**src/rtl/dp_pkg.sv**
```systemverilog
`default_nettype none
// ============================================================================
//  Module      : dp_pkg
//  Description : Shared encodings for datapath_core: bus source select,
//                ALU operation codes, FSM states and the pending-strobe record
//                captured when a memory micro-op is accepted.
//  Revision    : 1.0 - initial release
// ============================================================================
package dp_pkg;

   // Bus source select
   localparam logic [1:0] c_BUS_NONE = 2'b00;
   localparam logic [1:0] c_BUS_PC   = 2'b01;
   localparam logic [1:0] c_BUS_DR   = 2'b10;
   localparam logic [1:0] c_BUS_MEM  = 2'b11;

   // ALU operations (a = AC, b = bus)
   localparam logic [2:0] c_ALU_ADD  = 3'd0;
   localparam logic [2:0] c_ALU_SUB  = 3'd1;
   localparam logic [2:0] c_ALU_AND  = 3'd2;
   localparam logic [2:0] c_ALU_OR   = 3'd3;
   localparam logic [2:0] c_ALU_XOR  = 3'd4;
   localparam logic [2:0] c_ALU_NOT  = 3'd5;
   localparam logic [2:0] c_ALU_PASS = 3'd6;
   localparam logic [2:0] c_ALU_SHL  = 3'd7;

   typedef enum logic [0:0] {
      ST_IDLE = 1'b0,
      ST_WAIT = 1'b1
   } state_t;

   // Micro-op strobes plus ALU select, held while a memory read is pending
   typedef struct packed {
      logic       ar_load;
      logic       pc_load;
      logic       pc_inc;
      logic       dr_load;
      logic       ir_load;
      logic       ac_load;
      logic       ac_inc;
      logic [2:0] alu_sel;
   } pend_t;

endpackage
`default_nettype wire

```
**src/rtl/dp_alu.sv**
```systemverilog
`default_nettype none
// ============================================================================
//  Module      : dp_alu
//  Description : Combinational ALU for datapath_core. Produces the truncated
//                result, carry/borrow/shifted-out bit and signed overflow.
//  Revision    : 1.0 - initial release
// ============================================================================
module dp_alu
   import dp_pkg::*;
#(
   parameter int DATA_W = 16
) (
   input  logic [DATA_W-1:0] a_i,
   input  logic [DATA_W-1:0] b_i,
   input  logic [2:0]        sel_i,
   output logic [DATA_W-1:0] result_o,
   output logic              carry_o,
   output logic              overflow_o
);

   logic [DATA_W:0] w_wide;

   // Operation select; carry is borrow for SUB and the lost MSB for SHL
   always_comb begin
      w_wide     = '0;
      result_o   = '0;
      carry_o    = 1'b0;
      overflow_o = 1'b0;
      case (sel_i)
         c_ALU_ADD: begin
            w_wide     = {1'b0, a_i} + {1'b0, b_i};
            result_o   = w_wide[DATA_W-1:0];
            carry_o    = w_wide[DATA_W];
            overflow_o = (a_i[DATA_W-1] == b_i[DATA_W-1]) &&
                         (w_wide[DATA_W-1] != a_i[DATA_W-1]);
         end
         c_ALU_SUB: begin
            w_wide     = {1'b0, a_i} - {1'b0, b_i};
            result_o   = w_wide[DATA_W-1:0];
            carry_o    = w_wide[DATA_W];
            overflow_o = (a_i[DATA_W-1] != b_i[DATA_W-1]) &&
                         (w_wide[DATA_W-1] != a_i[DATA_W-1]);
         end
         c_ALU_AND:  result_o = a_i & b_i;
         c_ALU_OR:   result_o = a_i | b_i;
         c_ALU_XOR:  result_o = a_i ^ b_i;
         c_ALU_NOT:  result_o = ~a_i;
         c_ALU_PASS: result_o = b_i;
         c_ALU_SHL: begin
            result_o = {a_i[DATA_W-2:0], 1'b0};
            carry_o  = a_i[DATA_W-1];
         end
         default:    result_o = '0;
      endcase
   end

endmodule
`default_nettype wire

```
**src/rtl/datapath_core.sv**
```systemverilog
`default_nettype none
// ============================================================================
//  Module      : datapath_core
//  Description : Single-accumulator datapath (AR, PC, DR, IR, AC, ALU) around
//                one encoded internal bus, with a req/ack memory read that
//                supports wait states and an optional timeout abort.
//                Optional feature macro: DP_FLAGS_EN adds a {Z,N,C,V} flags
//                register and the flags_o port.
//  Revision    : 1.0 - initial release
// ============================================================================
module datapath_core
   import dp_pkg::*;
#(
   parameter int DATA_W  = 16,
   parameter int PC_W    = 6,
   parameter int DR_W    = 8,
   parameter int OPC_W   = 4,
   parameter int TIMEOUT = 15
) (
   input  logic              clk,
   input  logic              rst,
   input  logic [1:0]        bus_sel_i,
   input  logic              ar_load_i,
   input  logic              pc_load_i,
   input  logic              pc_inc_i,
   input  logic              dr_load_i,
   input  logic              ir_load_i,
   input  logic              ac_load_i,
   input  logic              ac_inc_i,
   input  logic [2:0]        alu_sel_i,
   input  logic              mem_ack_i,
   input  logic [DATA_W-1:0] mem_rdata_i,
   output logic              mem_req_o,
   output logic [DATA_W-1:0] mem_addr_o,
   output logic              busy_o,
   output logic              mem_err_o,
   output logic [DATA_W-1:0] addr_o,
   output logic [DATA_W-1:0] acc_o,
   output logic [PC_W-1:0]   pc_out_o,
   output logic [DR_W-1:0]   dr_out_o,
   output logic [OPC_W-1:0]  instr_o
`ifdef DP_FLAGS_EN
   ,
   output logic [3:0]        flags_o
`endif
);

   // Wide enough to hold TIMEOUT itself; TIMEOUT = 0 leaves the counter free-running
   localparam int CNT_W = $clog2(TIMEOUT + 2);

   state_t              state_q;
   pend_t               pend_q;
   logic [DATA_W-1:0]   mem_addr_q;
   logic [CNT_W-1:0]    wcnt_q;
   logic                mem_err_q;

   logic [DATA_W-1:0]   ar_q, ar_d;
   logic [PC_W-1:0]     pc_q, pc_d;
   logic [DR_W-1:0]     dr_q, dr_d;
   logic [OPC_W-1:0]    ir_q, ir_d;
   logic [DATA_W-1:0]   ac_q, ac_d;

   pend_t               w_cmd;
   pend_t               w_exec;
   logic [DATA_W-1:0]   w_bus;
   logic                w_any_strobe;
   logic                w_accept;
   logic                w_timeout;
   logic [CNT_W-1:0]    w_wcnt_inc;
   logic [DATA_W-1:0]   w_alu_res;
   logic                w_alu_c;
   logic                w_alu_v;

   assign w_cmd        = '{ar_load: ar_load_i, pc_load: pc_load_i, pc_inc: pc_inc_i,
                           dr_load: dr_load_i, ir_load: ir_load_i, ac_load: ac_load_i,
                           ac_inc: ac_inc_i, alu_sel: alu_sel_i};
   assign w_any_strobe = ar_load_i | pc_load_i | pc_inc_i | dr_load_i |
                         ir_load_i | ac_load_i | ac_inc_i;
   assign w_accept     = (state_q == ST_IDLE) && (bus_sel_i == c_BUS_MEM) && w_any_strobe;
   assign w_wcnt_inc   = wcnt_q + 1'b1;
   // Ack has priority: a timeout only fires when the same edge sees no ack
   assign w_timeout    = (state_q == ST_WAIT) && !mem_ack_i && (TIMEOUT != 0) &&
                         (w_wcnt_inc == CNT_W'(TIMEOUT));

   // Pick the bus value and the strobes that execute at this edge
   always_comb begin
      w_bus  = '0;
      w_exec = '0;
      if (state_q == ST_WAIT) begin
         w_bus = mem_rdata_i;
         if (mem_ack_i) w_exec = pend_q;
      end else begin
         case (bus_sel_i)
            c_BUS_PC:  w_bus[PC_W-1:0] = pc_q;
            c_BUS_DR:  w_bus[DR_W-1:0] = dr_q;
            c_BUS_MEM: w_bus = mem_rdata_i;
            default:   w_bus = '0;
         endcase
         if (bus_sel_i != c_BUS_MEM) w_exec = w_cmd;
      end
   end

   dp_alu #(.DATA_W(DATA_W)) u_alu (
      .a_i        (ac_q),
      .b_i        (w_bus),
      .sel_i      (w_exec.alu_sel),
      .result_o   (w_alu_res),
      .carry_o    (w_alu_c),
      .overflow_o (w_alu_v)
   );

   // Next-state of the architectural registers; load beats increment
   always_comb begin
      ar_d = ar_q;
      pc_d = pc_q;
      dr_d = dr_q;
      ir_d = ir_q;
      ac_d = ac_q;
      if (w_exec.ar_load) ar_d = w_bus;
      if (w_exec.pc_load)     pc_d = w_bus[PC_W-1:0];
      else if (w_exec.pc_inc) pc_d = pc_q + 1'b1;
      if (w_exec.dr_load) dr_d = w_bus[DR_W-1:0];
      if (w_exec.ir_load) ir_d = w_bus[DR_W-1 -: OPC_W];
      if (w_exec.ac_load)     ac_d = w_alu_res;
      else if (w_exec.ac_inc) ac_d = ac_q + 1'b1;
   end

   // Architectural register file
   always_ff @(posedge clk or posedge rst) begin
      if (rst) begin
         ar_q <= '0;
         pc_q <= '0;
         dr_q <= '0;
         ir_q <= '0;
         ac_q <= '0;
      end else begin
         ar_q <= ar_d;
         pc_q <= pc_d;
         dr_q <= dr_d;
         ir_q <= ir_d;
         ac_q <= ac_d;
      end
   end

   // Memory-read FSM: latch command and address, wait for ack or timeout
   always_ff @(posedge clk or posedge rst) begin
      if (rst) begin
         state_q    <= ST_IDLE;
         pend_q     <= '0;
         mem_addr_q <= '0;
         wcnt_q     <= '0;
         mem_err_q  <= 1'b0;
      end else begin
         mem_err_q <= 1'b0;
         case (state_q)
            ST_IDLE: begin
               if (w_accept) begin
                  pend_q     <= w_cmd;
                  mem_addr_q <= ar_q;
                  wcnt_q     <= '0;
                  state_q    <= ST_WAIT;
               end
            end
            ST_WAIT: begin
               wcnt_q <= w_wcnt_inc;
               if (mem_ack_i) begin
                  pend_q  <= '0;
                  state_q <= ST_IDLE;
               end else if (w_timeout) begin
                  pend_q    <= '0;
                  mem_err_q <= 1'b1;
                  state_q   <= ST_IDLE;
               end
            end
            default: state_q <= ST_IDLE;
         endcase
      end
   end

`ifdef DP_FLAGS_EN
   logic [3:0] flags_q;

   // Flags follow ac_load only; ac_inc leaves them alone
   always_ff @(posedge clk or posedge rst) begin
      if (rst) begin
         flags_q <= '0;
      end else if (w_exec.ac_load) begin
         flags_q <= {(w_alu_res == '0), w_alu_res[DATA_W-1], w_alu_c, w_alu_v};
      end
   end

   assign flags_o = flags_q;
`else
   logic w_unused_flags;
   assign w_unused_flags = w_alu_c ^ w_alu_v;
`endif

   assign mem_req_o  = (state_q == ST_WAIT);
   assign busy_o     = (state_q == ST_WAIT);
   assign mem_err_o  = mem_err_q;
   assign mem_addr_o = mem_addr_q;
   assign addr_o     = ar_q;
   assign acc_o      = ac_q;
   assign pc_out_o   = pc_q;
   assign dr_out_o   = dr_q;
   assign instr_o    = ir_q;

endmodule
`default_nettype wire
```
**config.mk**
```make
export PLATFORM = sky130hd
export DESIGN_NAME = datapath_core
export DESIGN_NICKNAME = d
export VERILOG_FILES = /design/src/rtl/dp_pkg.sv /design/src/rtl/dp_alu.sv /design/src/rtl/datapath_core.sv
export SDC_FILE = /design/constraint.sdc
export NUM_CORES = 1
export LEC_CHECK = 0
export ABC_CLOCK_PERIOD_IN_PS = 5550
export BUFFER_PORTS_ARGS = -buffer_cell sky130_fd_sc_hd__buf_2
export CORE_AREA = 8 8 135 137
export CTS_BUF_LIST = sky130_fd_sc_hd__clkbuf_8
export DETAILED_ROUTE_END_ITERATION = 8
export DIE_AREA = 0 0 143 145
export PLACE_DENSITY_LB_ADDON = 0.08
export RECOVER_POWER = 50
export SYNTH_ARGS = -nofsm -noshare
export SYNTH_HDL_FRONTEND = slang
export SYNTH_SLANG_ARGS = --single-unit
export TNS_END_PERCENT = 30
```
**constraint.sdc**
```tcl
create_clock -name clk -period 5.55 [get_ports clk]
set_input_delay 0.2775 -clock clk [delete_from_list [all_inputs] [get_ports clk]]
set_output_delay 0.2775 -clock clk [all_outputs]
set_load 0.01 [all_outputs]
```
Word level (Yosys, flattened, before mapping)
Index checks and enable logic that the tools add are counted.
{"block": "classes", "mux": 25, "reduce_logical": 10, "bitwise_logic": 11, "add_sub_neg": 5, "eq_ne": 14}
{"operator": "$pmux 16 s8", "count": 1}
{"operator": "$mux 10", "count": 6}
{"operator": "$mux 16", "count": 3}
{"operator": "$pmux 10 s2", "count": 1}
{"operator": "$pmux 6 s3", "count": 1}
{"operator": "$add 16x1->16 const B", "count": 1}
{"operator": "$add 16x16->16", "count": 1}
{"operator": "$and 16x16->16", "count": 1}
{"operator": "$not 16->16", "count": 1}
{"operator": "$or 16x16->16", "count": 1}
{"operator": "$sub 16x16->16", "count": 1}
{"operator": "$xor 16x16->16", "count": 1}
{"operator": "$eq 3x3->1 const B", "count": 4}
{"operator": "$mux 6", "count": 2}
{"operator": "$pmux 5 s2", "count": 1}
{"operator": "$mux 8", "count": 1}
{"operator": "$add 6x1->6 const B", "count": 1}
{"operator": "$eq 3x2->1 const B", "count": 2}
{"operator": "$mux 1", "count": 6}
{"operator": "$or 1x1->1", "count": 6}
{"operator": "$add 5x1->5 const B", "count": 1}
{"operator": "$eq 5x4->1 const B", "count": 1}
{"operator": "$mux 5", "count": 1}
{"operator": "$eq 2x2->1 const B", "count": 2}
{"operator": "other kinds (12)", "count": 18}
{"block": "word_totals", "reg_bits": 83, "out_inout_bits": 69, "wordCells": 82, "inputBits": 31}

Longest topological paths before layout
Gate-level depths: netlist of run 1.
{"block": "depth", "ltp_word": 9, "mapped_depth": 21, "depth_no_buf": 18}

By module
From an unflattened synthesis of run 1, not the netlist that was laid out.
{"block": "unflattened", "cells_unflattened": 775, "hier_area_um2": 6977.9}
{"module": "datapath_core", "cells_each": 364, "seq_area_each_um2": 2077.0, "area_per_inst_um2": 4126.5, "instances": 1}
{"module": "dp_alu", "cells_each": 411, "seq_area_each_um2": 0.0, "area_per_inst_um2": 2851.5, "instances": 1}

Worst setup path before layout of run 1
OpenSTA, ideal clock, no wires.
{"block": "synth_path", "path_type": "flip-flop to flip-flop", "startpoint": "register state_q (netlist: busy_o)", "endpoint": "register ac_q[13] (netlist: acc_o[13])", "arrival_ps": 3604, "path_buffers": 2, "setup_ps": 87, "stages_incl_launch_ff": 19, "synth_period_minus_slack_ps": 3692, "t_required_ps": 5463, "slack_ps": 1858, "cell_sequence": "dfrtp_1 > buf_4 > buf_4 > o311ai_2 > inv_1 > ha_1 > nand4_2 > nor2_1 > a21oi_1 > xnor2_1 > ha_1 > and3_1 > and2_1 > a22oi_1 > nand3b_1 > a31oi_1 > xnor2_1 > nand2_1 > a22oi_1"}
{"block": "synth_between", "elab_chain_len": 4, "word_cells_on_any_way": 18, "cone_classes": "add/sub: 2; eq/ne: 7; mux: 4; bitwise: 3; reduce/logical: 2"}
{"item": "start, declared", "line_no": "datapath_core.sv:51", "text": "state_t state_q;"}
{"item": "start signal, assigned", "line_no": "datapath_core.sv:148", "text": "state_q <= ST_IDLE;"}
{"item": "start signal, assigned", "line_no": "datapath_core.sv:161", "text": "state_q <= ST_WAIT;"}
{"item": "start signal, assigned", "line_no": "datapath_core.sv:168", "text": "state_q <= ST_IDLE;"}
{"item": "$mux 16 *", "line_no": "datapath_core.sv:89", "text": "if (state_q == ST_WAIT) begin"}
{"item": "via u_alu.b_i[1]", "line_no": "dp_alu.sv:14", "text": "input logic [DATA_W-1:0] b_i,"}
{"item": "$sub 16x16->16 / $add 16x16->16 (equally long branches)", "line_no": "dp_alu.sv:38, dp_alu.sv:31"}
{"item": "$pmux 16 s8 *", "line_no": "dp_alu.sv:29", "text": "case (sel_i)"}
{"item": "$mux 16 *", "line_no": "datapath_core.sv:124", "text": "if (w_exec.ac_load) ac_d = w_alu_res;"}
{"item": "end signal, assigned", "line_no": "datapath_core.sv:135", "text": "ac_q <= '0;"}
{"item": "end signal, assigned", "line_no": "datapath_core.sv:141", "text": "ac_q <= ac_d;"}
{"item": "end, declared", "line_no": "datapath_core.sv:61", "text": "logic [DATA_W-1:0] ac_q, ac_d;"}
The timed path passes the listed nets; every way through them passes the cells marked *.
A chain may end at the register's enable or synchronous reset.

Final worst setup path of run 1
{"block": "layout_path", "startpoint": "register state_q (netlist: busy_o)", "endpoint": "register ac_q[15] (netlist: acc_o[15])"}
The elaborated chain is that of the path after synthesis.

==> flow_summary.yaml, run 1 <==
clock_network:
  htree_levels: 3
  cts_root_buffer: "clkbuf_8"
  cts_resized: 0
  post_cts_buffers: 0
  numCtsBuffers: 9
  cts_buffer_depth: 2
  ctsHoldBuffers: 0
  cts.reportedPaths.clkPinSlew_ns: 0.10
  clkLatencyLatePin_ns: 0.40
  clock-sinks: 83
  cts_tree: "yes"
logic_synthesis:
  synth_area_um2: 6444
  synthArstFlopShare: 1.000
  synth_top_flop_cell: "dfrtp_1"
  syn_avg_cell_area_um2: 8.937
  synth_nets: 805
  synth_edf_count: 0
  syn_inst: 721
  yosys_warnings: 0
  ys_ff_latch: 83
  synth_cell_types: 78
  seq_area_frac_synth: 0.3223
sta:
  hold_viol: 0
  fin_crit_sh: 0.8426
  period_minus_slack_ns: 4.676
  relSlewSlack: -2.129
  finalMaxSlewViolations: 84
  setup_tns_ns: 0
  skew_ns: 0.02440
  worst_slew_pin_slew_ns: 4.694
  rsz0062_at_grt: "no"
  fmax_mhz: 213.8
  setup_viol: 0
placement:
  hpwl_um: 15430
  routabilityCongestion: 0.9432
  placed_area_um2: 7079
  port_buffers: 99
setup_path:
  path_class: "reg -> reg"
  slowest_stage: "dfrtp_1"
  ff2ff_setup_slack_ns: 0.87
  critical-path-top-delay-family: "simple AND/OR/NAND/NOR gates"
  start_kind: "flop"
  crit_cells: 19
  endpoint_kind: "flop"
  crit_fanout: 23
  reg2regPathDepth: 19
  cp_num_buf_inv: 3
  path_common_cell: "a21oi_1"
  max_stage_delay_ns: 0.83
  worst-endpoint-arrival_ns: 4.92
  crit_chain: "buf_4 > inv_1 > nand2_1 > o211a_1 > inv_2 > nor3_2 > nand2_1 > nor2_1 > a21oi_1 > xnor2_1 > ha_1 > and3_1 > and2_1 > a22oi_1 > nand3b_1 > a21oi_1 > a21oi_1 > xnor2_1 > a31oi_1"
  crit_required_ns: 5.80
floorplanning:
  die_x_um: 143
  start_util: 0.3985
  placementRows: 47
  dieArea_um2: 20740
  coreArea_um2: 16170
  chipHeight_um: 145
  io-pin-count: 100
grt:
  grt_pass1_vias: 6098
  grt_max_degree: 84
  antenna_found_initial: 0
  grt_overflow_total: 0
  gr-usage-all-layers: 0.2053
  grt_pass1_wl_um: 33720
routing:
  vias: 5896
  drtIter0Drc: 279
  wl_per_cell_um: 20.26
  first_pass_iters: 5
  final_antenna_net_count: 0
  drt_wl_total_um: 20780
  drt-vias-per-instance: 5.747
  drc: 0
final_layout:
  final_cell_mix: "dfrtp_1, nand2_1, buf_2"
  drive_above_1_share: 0.1836
  nets: 885
  diodes: 0
  utilization: 0.4462
  final_common_cell: "dfrtp_1"
  design_area_um2: 7216
  synthToLayoutAreaGrowth_pct: 11.98
worst_hold_path:
  hold_depth: 3
  hp-class: "in -> reg"
flow_run:
  max_cap_viol_count: 1
power_and_ir_drop:
  vdd_drop_max_mv: 0.1751
  power_leakage_nw: 3.144
  power_density_nw_per_um2: 486.5
status:
  violations: "max-capacitance violations, max-slew violations"
  status: "complete, but fails checks"
-- cell families (layout without fill, tap and decap cells) --
family | count (synthesis) | after routing | synth area share
multiplexers | 36 | 36 | 0.06214
AO/OA/AOI/OAI | 220 | 220 | 0.2449
buffers and inverters | 83 | 168 | 0.05825
flip-flops | 83 | 83 | 0.3223
adder cells (fa/ha/maj) | 53 | 53 | 0.1041
AND/OR/NAND/NOR | 202 | 202 | 0.1485
XOR/XNOR | 44 | 44 | 0.05981
-- where the power goes --
group,internal (mW),switching [mW],leakage [nW],total [mW]
clock,0.171,0.272,0.0925,0.443
sequential,0.818,0.284,1.02,1.10
combinational,0.835,1.13,2.03,1.97
-- area by class of cell --
type,instances,area (um^2)
clock buffers,9,123.9
clock inverters,7,58.81
fillers,1634,8956
inverters,43,165.2
multi-input cells,555,3991
flip-flops and latches,83,2077
well taps,220,275.3
repair buffers,109,524.3
-- registers in the layout (all words and copies together) (netlist names) --
register / flops
pc_out_o: 6
mem_err_o: 1
busy_o: 1
addr_o: 16
acc_o: 16
instr_o: 4
wcnt_q: 5
dr_out_o: 8
pend_q: 10
mem_addr_o: 16
-- worst register-to-register path, cell delays in order, from the launching register on --
cell	delay, ns
dfrtp_1	0.83
buf_4	0.41
inv_1	0.29
nand2_1	0.12
o211a_1	0.35
inv_2	0.14
nor3_2	0.26
nand2_1	0.15
nor2_1	0.18
a21oi_1	0.11
xnor2_1	0.14
ha_1	0.32
and3_1	0.19
and2_1	0.17
a22oi_1	0.19
nand3b_1	0.16
a21oi_1	0.18
a21oi_1	0.10
xnor2_1	0.14
a31oi_1	0.09
-- stage by stage --
stage                     setup WS [ns]  power [mW]  hold WS, ns  instances
after CTS                        0.8709       3.561       0.1379       1026
after floorplan                   1.858       2.462       0.4215        721
after global placement           0.9507       3.078       0.4599       1010
after detailed placement         0.8927       3.105       0.4674       1010
after global routing             0.2507       3.818       0.1741       1026
final                            0.8736       3.511       0.1588       1026
-- layer usage --
layer  up-vias  global-route usage  part of all wire
met4         0             0.08772             0.032
met1      2897              0.2561              0.44
li1       2776                   -                 -
met3        41             0.03773             0.052
met2       182              0.3380              0.48
met5         -                   0                 0
-- Yosys cell counts, types with 4 or more instances --
cell type | instances | area share
inv_1 | 40 | 0.023
nand3b_1 | 4 | 0.0047
a31oi_1 | 8 | 0.0078
a21oi_1 | 48 | 0.037
a22oi_1 | 14 | 0.016
xnor2_1 | 39 | 0.053
o31ai_1 | 5 | 0.0058
dfrtp_1 | 83 | 0.32
nor2_1 | 59 | 0.034
nor3_1 | 7 | 0.0054
nand3_1 | 21 | 0.016
a22o_1 | 4 | 0.0054
o221ai_1 | 4 | 0.0054
clkbuf_1 | 16 | 0.0093
a32o_1 | 5 | 0.0078
o21ai_0 | 38 | 0.030
and3_1 | 5 | 0.0049
buf_6 | 4 | 0.0070
buf_4 | 4 | 0.0047
nand2_1 | 75 | 0.044
xor2_1 | 5 | 0.0068
a221oi_1 | 5 | 0.0068
nor2b_1 | 9 | 0.0087
a221o_1 | 4 | 0.0062
o21ai_1 | 4 | 0.0031
ha_1 | 52 | 0.10
o22ai_1 | 11 | 0.011
o211ai_1 | 19 | 0.022
o21a_1 | 4 | 0.0047
buf_2 | 13 | 0.010
mux2i_1 | 4 | 0.0062
a211oi_1 | 12 | 0.014
mux2_2 | 32 | 0.056
-- path summary, 6_finish.rpt --
check	startpoint	endpoint
max in group asynchronous	rst	acc_o[2]
min in group asynchronous	rst	pc_out_o[3]
min	dr_load_i	pend_q[6]
max reg2reg	busy_o	acc_o[15]
min reg2reg	wcnt_q[4]	wcnt_q[4]
max	busy_o	acc_o[15]
No activity file was read; power rests on OpenSTA's default activity.
==> run 2, diff against run 1 <==
- ABC_CLOCK_PERIOD_IN_PS: 5550 -> 4900
- clock period: 5.55 -> 4.9 ns (I/O delays scaled with it)
==> run 2 against run 1 <==
Compared with the run above: the run still ends with max-capacitance violations, max-slew violations left; first-iteration DRC count up 13%; largest cell class unchanged; sequential share of layout area down 0.18 points; utilization up 0.28 points; clock skew down 0.0072 ns; fmax up 12%; clock power up 24%; global-route usage about the same; via count down 0.19%; total power up 14%; worst setup slack worse by 0.16 ns; final cell count up 0.88%.
==> flow_summary.yaml, run 2 (synthesis gave the netlist of run 1 again) <==
status:
  status: "complete, but fails checks"
  violations: "max-capacitance violations, max-slew violations"
clock_network:
  cts_buffer_depth: 2
  clkLatencyLatePin_ns: 0.39
  cts_root_buffer: "clkbuf_8"
  clock-sinks: 83
  numCtsBuffers: 9
  cts_resized: 0
  cts_tree: "yes"
  htree_levels: 3
  cts.reportedPaths.clkPinSlew_ns: 0.11
sta:
  fmax_mhz: 239.1
  period_minus_slack_ns: 4.183
  setup_viol: 0
  relSlewSlack: -0.1781
  worst_slew_pin_slew_ns: 1.757
  rsz0062_at_grt: "no"
  skew_ns: 0.01720
  finalMaxSlewViolations: 35
  fin_crit_sh: 0.8537
  hold_viol: 0
  setup_tns_ns: 0
routing:
  vias: 5885
  drc: 0
  drt-vias-per-instance: 5.686
  first_pass_iters: 5
  drtIter0Drc: 316
  wl_per_cell_um: 20.29
  drt_wl_total_um: 21000
  final_antenna_net_count: 0
placement:
  routabilityCongestion: 0.9128
  place_inst: 1018
  hpwl_um: 15730
  port_buffers: 99
  placed_area_um2: 7139
setup_path:
  path_class: "reg -> reg"
  start_kind: "flop"
  crit_fanout: 16
  crit_required_ns: 5.22
  endpoint_kind: "flop"
  reg2regPathDepth: 17
  worst-endpoint-arrival_ns: 4.50
floorplanning:
  chipHeight_um: 145
  coreArea_um2: 16170
  dieArea_um2: 20740
  die_x_um: 143
  io-pin-count: 100
  start_util: 0.3985
  placementRows: 47
final_layout:
  design_area_um2: 7261
  stdcell_count: 1035
  diodes: 0
  final_common_cell: "dfrtp_1"
  synthToLayoutAreaGrowth_pct: 12.68
  drive_above_1_share: 0.1485
  fillers: 1679
  final_cell_mix: "dfrtp_1, nand2_1, clkbuf_1"
  nets: 894
grt:
  antenna_found_initial: 0
  grt_overflow_total: 0
  gr-usage-all-layers: 0.2054
  grt_max_degree: 51
  grt_pass1_wl_um: 33420
  grt_pass1_vias: 5960
flow_run:
  max_cap_viol_count: 1
worst_hold_path:
  hp-class: "in -> reg"
  hold_depth: 3
power_and_ir_drop:
  power_leakage_nw: 3.101
  power_density_nw_per_um2: 552.9
  vdd_drop_max_mv: 0.2090
[run 2: cell types whose count changed in the layout (fill, tap and decap cells not counted)]
cell and change:
clkbuf_2 +1, clkinv_4 +1, clkbuf_1 +34, inv_6 -1, buf_2 -34, buf_4 +7, o41ai_1 +1, inv_8 -1
bufinv_16 +1, clkinv_2 -1, o41ai_2 -1, dlygate4sd3_1 +1, clkbuf_8 +1
[run 2: stage by stage]
step | power (mW) | hold WS [ns] | setup slack, ns | utilization
floorplan | 2.789 | 0.3890 | 1.208 | -
global placement | 3.483 | 0.3656 | 0.9893 | 0.4415
detailed placement | 3.530 | 0.3681 | 0.8225 | 0.4415
CTS | 4.098 | 0.1182 | 0.7666 | 0.4551
global route | 4.354 | 0.1406 | 0.2692 | 0.4490
finish | 4.015 | 0.1314 | 0.7170 | 0.4490
[run 2: area by class of cell]
type                       instances  area [um^2]  share of cell area
multi-input combinational        555         3984              0.5487
clock buffer                      10        137.6             0.01896
sequential                        83         2077              0.2861
tap                              220        275.3             0.03791
clock inverter                     6        72.57            0.009995
inverter                          43        165.2             0.02275
timing repair buffer             118        549.3             0.07565
[run 2: where the power goes]
part | switching, mW | total (mW) | internal [mW]
registers | 0.321 | 1.25 | 0.927
clock network | 0.295 | 0.550 | 0.255
logic | 1.29 | 2.22 | 0.929
[run 2: repair_timing]
action,in CTS,in global routing
hold buffers,1,0
setup buffers,0,0
endpoints found under the setup margin,0,0
endpoints found under the hold margin,33,0
[run 2: metal layers]
layer | wire length, um | part of all wire | global-route usage
met1 | 9197 | 0.44 | 0.2547
met2 | 10210 | 0.49 | 0.3375
met3 | 952 | 0.045 | 0.04232
met4 | 647 | 0.031 | 0.08559
met5 | 0 | 0 | 0
[run 2: worst max-delay path, stage by stage, from the launching register on]
cell and delay [ns]:
dfrtp_1 0.50, clkbuf_1 0.56, nor2b_1 0.22, a32o_1 0.29, nor2_1 0.09, buf_4 0.16, nand2_1 0.24, o31ai_1 0.17
xnor2_1 0.13, ha_1 0.37, nand3_1 0.10, o211ai_1 0.26, nor2_1 0.10, o2bb2ai_1 0.27, o41ai_1 0.13, nor4b_1 0.29
a21oi_1 0.07, a21oi_1 0.16
[run 2: final timing paths]
kind | startpoint | slack, ns | endpoint
max | busy_o | 0.72 | acc_o[14]
min | dr_load_i | 0.13 | pend_q[6]
max reg2reg | busy_o | 0.72 | acc_o[14]
min reg2reg | wcnt_q[4] | 0.48 | wcnt_q[4]
max in group asynchronous | rst | 2.17 | dr_out_o[2]
min in group asynchronous | rst | 0.82 | pc_out_o[1]
==> run 3, diff against run 2 <==
- CELL_PAD_IN_SITES_DETAIL_PLACEMENT: not set -> 0
- CELL_PAD_IN_SITES_GLOBAL_PLACEMENT: not set -> 1
- CTS_CLUSTER_DIAMETER: not set -> 50
==> run 3 against run 2 <==
Compared with the run above: the flow still finishes with violations (max-capacitance violations, max-slew violations); fmax shrank 1.2%; worst setup slack lost 0.052 ns; clock-buffer cell count shrank 1; final cell count is the same; sequential share of layout area is the same; critical path depth is the same; total power grew 0.28%; design area is the same; clock skew shrank 0.0034 ns; register-to-register slack lost 0.05 ns; die area is the same; first-iteration DRC count grew 16%; highest routed layer unchanged.
==> flow_summary.yaml, run 3 (synthesis gave the netlist of run 1 again) <==
status:
  status: "complete, but fails checks"
  violations: "max-capacitance violations, max-slew violations"
clock_network:
  cts.reportedPaths.clkPinSlew_ns: 0.10
  clkLatencyLatePin_ns: 0.39
  cts_tree: "yes"
  clock-sinks: 83
  numCtsBuffers: 9
  cts_resized: 0
  cts_buffer_depth: 2
  cts_root_buffer: "clkbuf_8"
  post_cts_buffers: 0
  htree_levels: 3
grt:
  gr-max-usage-layer: "met2"
  gr-usage-met3: 0.04167
  grt_max_degree: 72
  antenna_found_initial: 0
  grt_use_met1: 0.2521
  grt_pass1_wl_um: 34080
  grt_pass1_vias: 6087
  use_met2: 0.3600
  gr-usage-all-layers: 0.2111
  grt_overflow_total: 0
placement:
  place_inst: 1018
  hpwl_um: 15720
  routabilityCongestion: 0.9089
  port_buffers: 99
power_and_ir_drop:
  clock_power_share: 0.135
  comb_power_share: 0.554
  power_leakage_nw: 3.098
  p_total_mw: 4.026
  power.switching_mw: 1.928
  p_sw_frac: 0.4789
  pwr-share-seq: 0.311
  p_int_mw: 2.098
  power_density_nw_per_um2: 554.5
  vdd_drop_max_mv: 0.2608
routing:
  drt_wl_total_um: 21670
  final_antenna_net_count: 0
  vias: 5928
  wl_per_cell_um: 20.94
  drc: 0
  first_pass_iters: 5
  drt-vias-per-instance: 5.728
  drtIter0Drc: 368
sta:
  relSlewSlack: -0.2745
  period_minus_slack_ns: 4.235
  skew_ns: 0.01383
  setup_tns_ns: 0
  setup_viol: 0
  finalMaxSlewViolations: 72
  fmax_mhz: 236.1
  worst_slew_pin_slew_ns: 1.912
  hold_viol: 0
  rsz0062_at_grt: "no"
  fin_crit_sh: 0.8643
final_layout:
  fillers: 1671
  final_common_cell: "dfrtp_1"
  utilization: 0.4490
  nets: 894
  drive_above_1_share: 0.1485
  diodes: 0
  stdcell_count: 1035
  synthToLayoutAreaGrowth_pct: 12.68
  final_cell_mix: "dfrtp_1, nand2_1, clkbuf_1"
floorplanning:
  io-pin-count: 100
  chipHeight_um: 145
  die_x_um: 143
  start_util: 0.3985
  coreArea_um2: 16170
  dieArea_um2: 20740
  placementRows: 47
setup_path:
  crit_cells: 17
  cp_num_buf_inv: 0
  start_kind: "flop"
  slowest_stage: "dfrtp_1"
  crit_fanout: 17
  max_stage_delay_ns: 0.82
  crit_start: "busy_o"
  critical_path.endpoint: "acc_o[15]"
  reg2reg_from: "busy_o"
  ff2ff_setup_slack_ns: 0.66
  worst-endpoint-arrival_ns: 4.48
  crit_chain: "nor2_1 > a32o_1 > a221o_1 > nor3_4 > nand4_2 > nor2_1 > a21oi_1 > xnor2_1 > ha_1 > and3_1 > and2_1 > a22oi_1 > nand3b_1 > a21oi_1 > a21oi_1 > xnor2_1 > a31oi_1"
  endpoint_kind: "flop"
  crit_required_ns: 5.15
  path_class: "reg -> reg"
  reg2regPathDepth: 17
  timing.rr.end: "acc_o[15]"
  path_common_cell: "a21oi_1"
  critical-path-top-delay-family: "compound AO/OA/AOI/OAI gates"
flow_run:
  max_cap_viol_count: 1
worst_hold_path:
  hp-class: "in -> reg"
-- run 3: cell count changes in the layout (fill, tap and decap cells not counted) --
cell	previous run	this run
inv_6	2	1
clkinv_4	2	1
clkinvlp_4	1	2
clkbuf_8	10	9
nor4_1	1	0
buf_2	31	30
buf_4	16	17
inv_1	39	40
nor4_2	0	1
inv_8	0	1
-- run 3: per-stage QoR --
step / setup WS [ns] / instance area (um^2) / hold WS, ns
detailed placement: 0.7135 / 7146 / 0.1691
floorplan: 1.208 / 6444 / 0.3890
global route: 0.3735 / 7261 / 0.1361
global placement: 0.8128 / 7146 / 0.1670
finish: 0.6648 / 7261 / 0.1243
CTS: 0.6768 / 7357 / 0.1222
-- run 3: area by class of cell --
| class | instances | area [um^2] | share of cell area |
|---|---|---|---|
| multi-input cells | 555 | 3990 | 0.5495 |
| repair buffers | 118 | 551.8 | 0.07600 |
| clock inverters | 7 | 77.57 | 0.01068 |
| well taps | 220 | 275.3 | 0.03791 |
| flip-flops and latches | 83 | 2077 | 0.2861 |
| clock buffers | 9 | 123.9 | 0.01706 |
| inverters | 43 | 165.2 | 0.02275 |
-- run 3: worst register-to-register path, stage by stage, from the launching register on --
cell	delay, ns
dfrtp_1	0.82
nor2_1	0.10
a32o_1	0.29
a221o_1	0.46
nor3_4	0.23
nand4_2	0.18
nor2_1	0.17
a21oi_1	0.11
xnor2_1	0.14
ha_1	0.32
and3_1	0.21
and2_1	0.18
a22oi_1	0.19
nand3b_1	0.16
a21oi_1	0.20
a21oi_1	0.10
xnor2_1	0.14
a31oi_1	0.09
-- run 3: worst min path at each step --
stage | cells after the start | slack, ns | endpoint | start
CTS | 3 | 0.12 | pend_q[6] | dr_load_i
global placement | 2 | 0.17 | addr_o[8] | rst
detailed placement | 2 | 0.17 | addr_o[8] | rst
global route | 3 | 0.14 | pend_q[5] | ir_load_i
floorplan | 2 | 0.39 | pend_q[8] | pc_load_i
finish | 3 | 0.12 | pend_q[6] | dr_load_i
-- run 3: metal layers --
layer / wire [um] / part of all wire
met3: 1232 / 0.057
met5: 0 / 0
met1: 9115 / 0.42
met2: 10670 / 0.49
met4: 650 / 0.030
-- run 3: power by group through the flow --
stage / logic, mW / registers (mW) / clock network [mW]
2_1_floorplan: 1.52 / 1.27 / 0
3_3_place_gp: 2.25 / 1.24 / 0
3_5_place_dp: 2.29 / 1.25 / 0
4_1_cts: 2.30 / 1.24 / 0.561
5_1_grt: 2.47 / 1.29 / 0.587
6_report: 2.23 / 1.25 / 0.544
-- run 3: repair_timing --
| item | in CTS | in global routing |
|---|---|---|
| hold buffers | 1 | 0 |
| endpoints found under the setup margin | 0 | 0 |
| endpoints found under the hold margin | 12 | 0 |
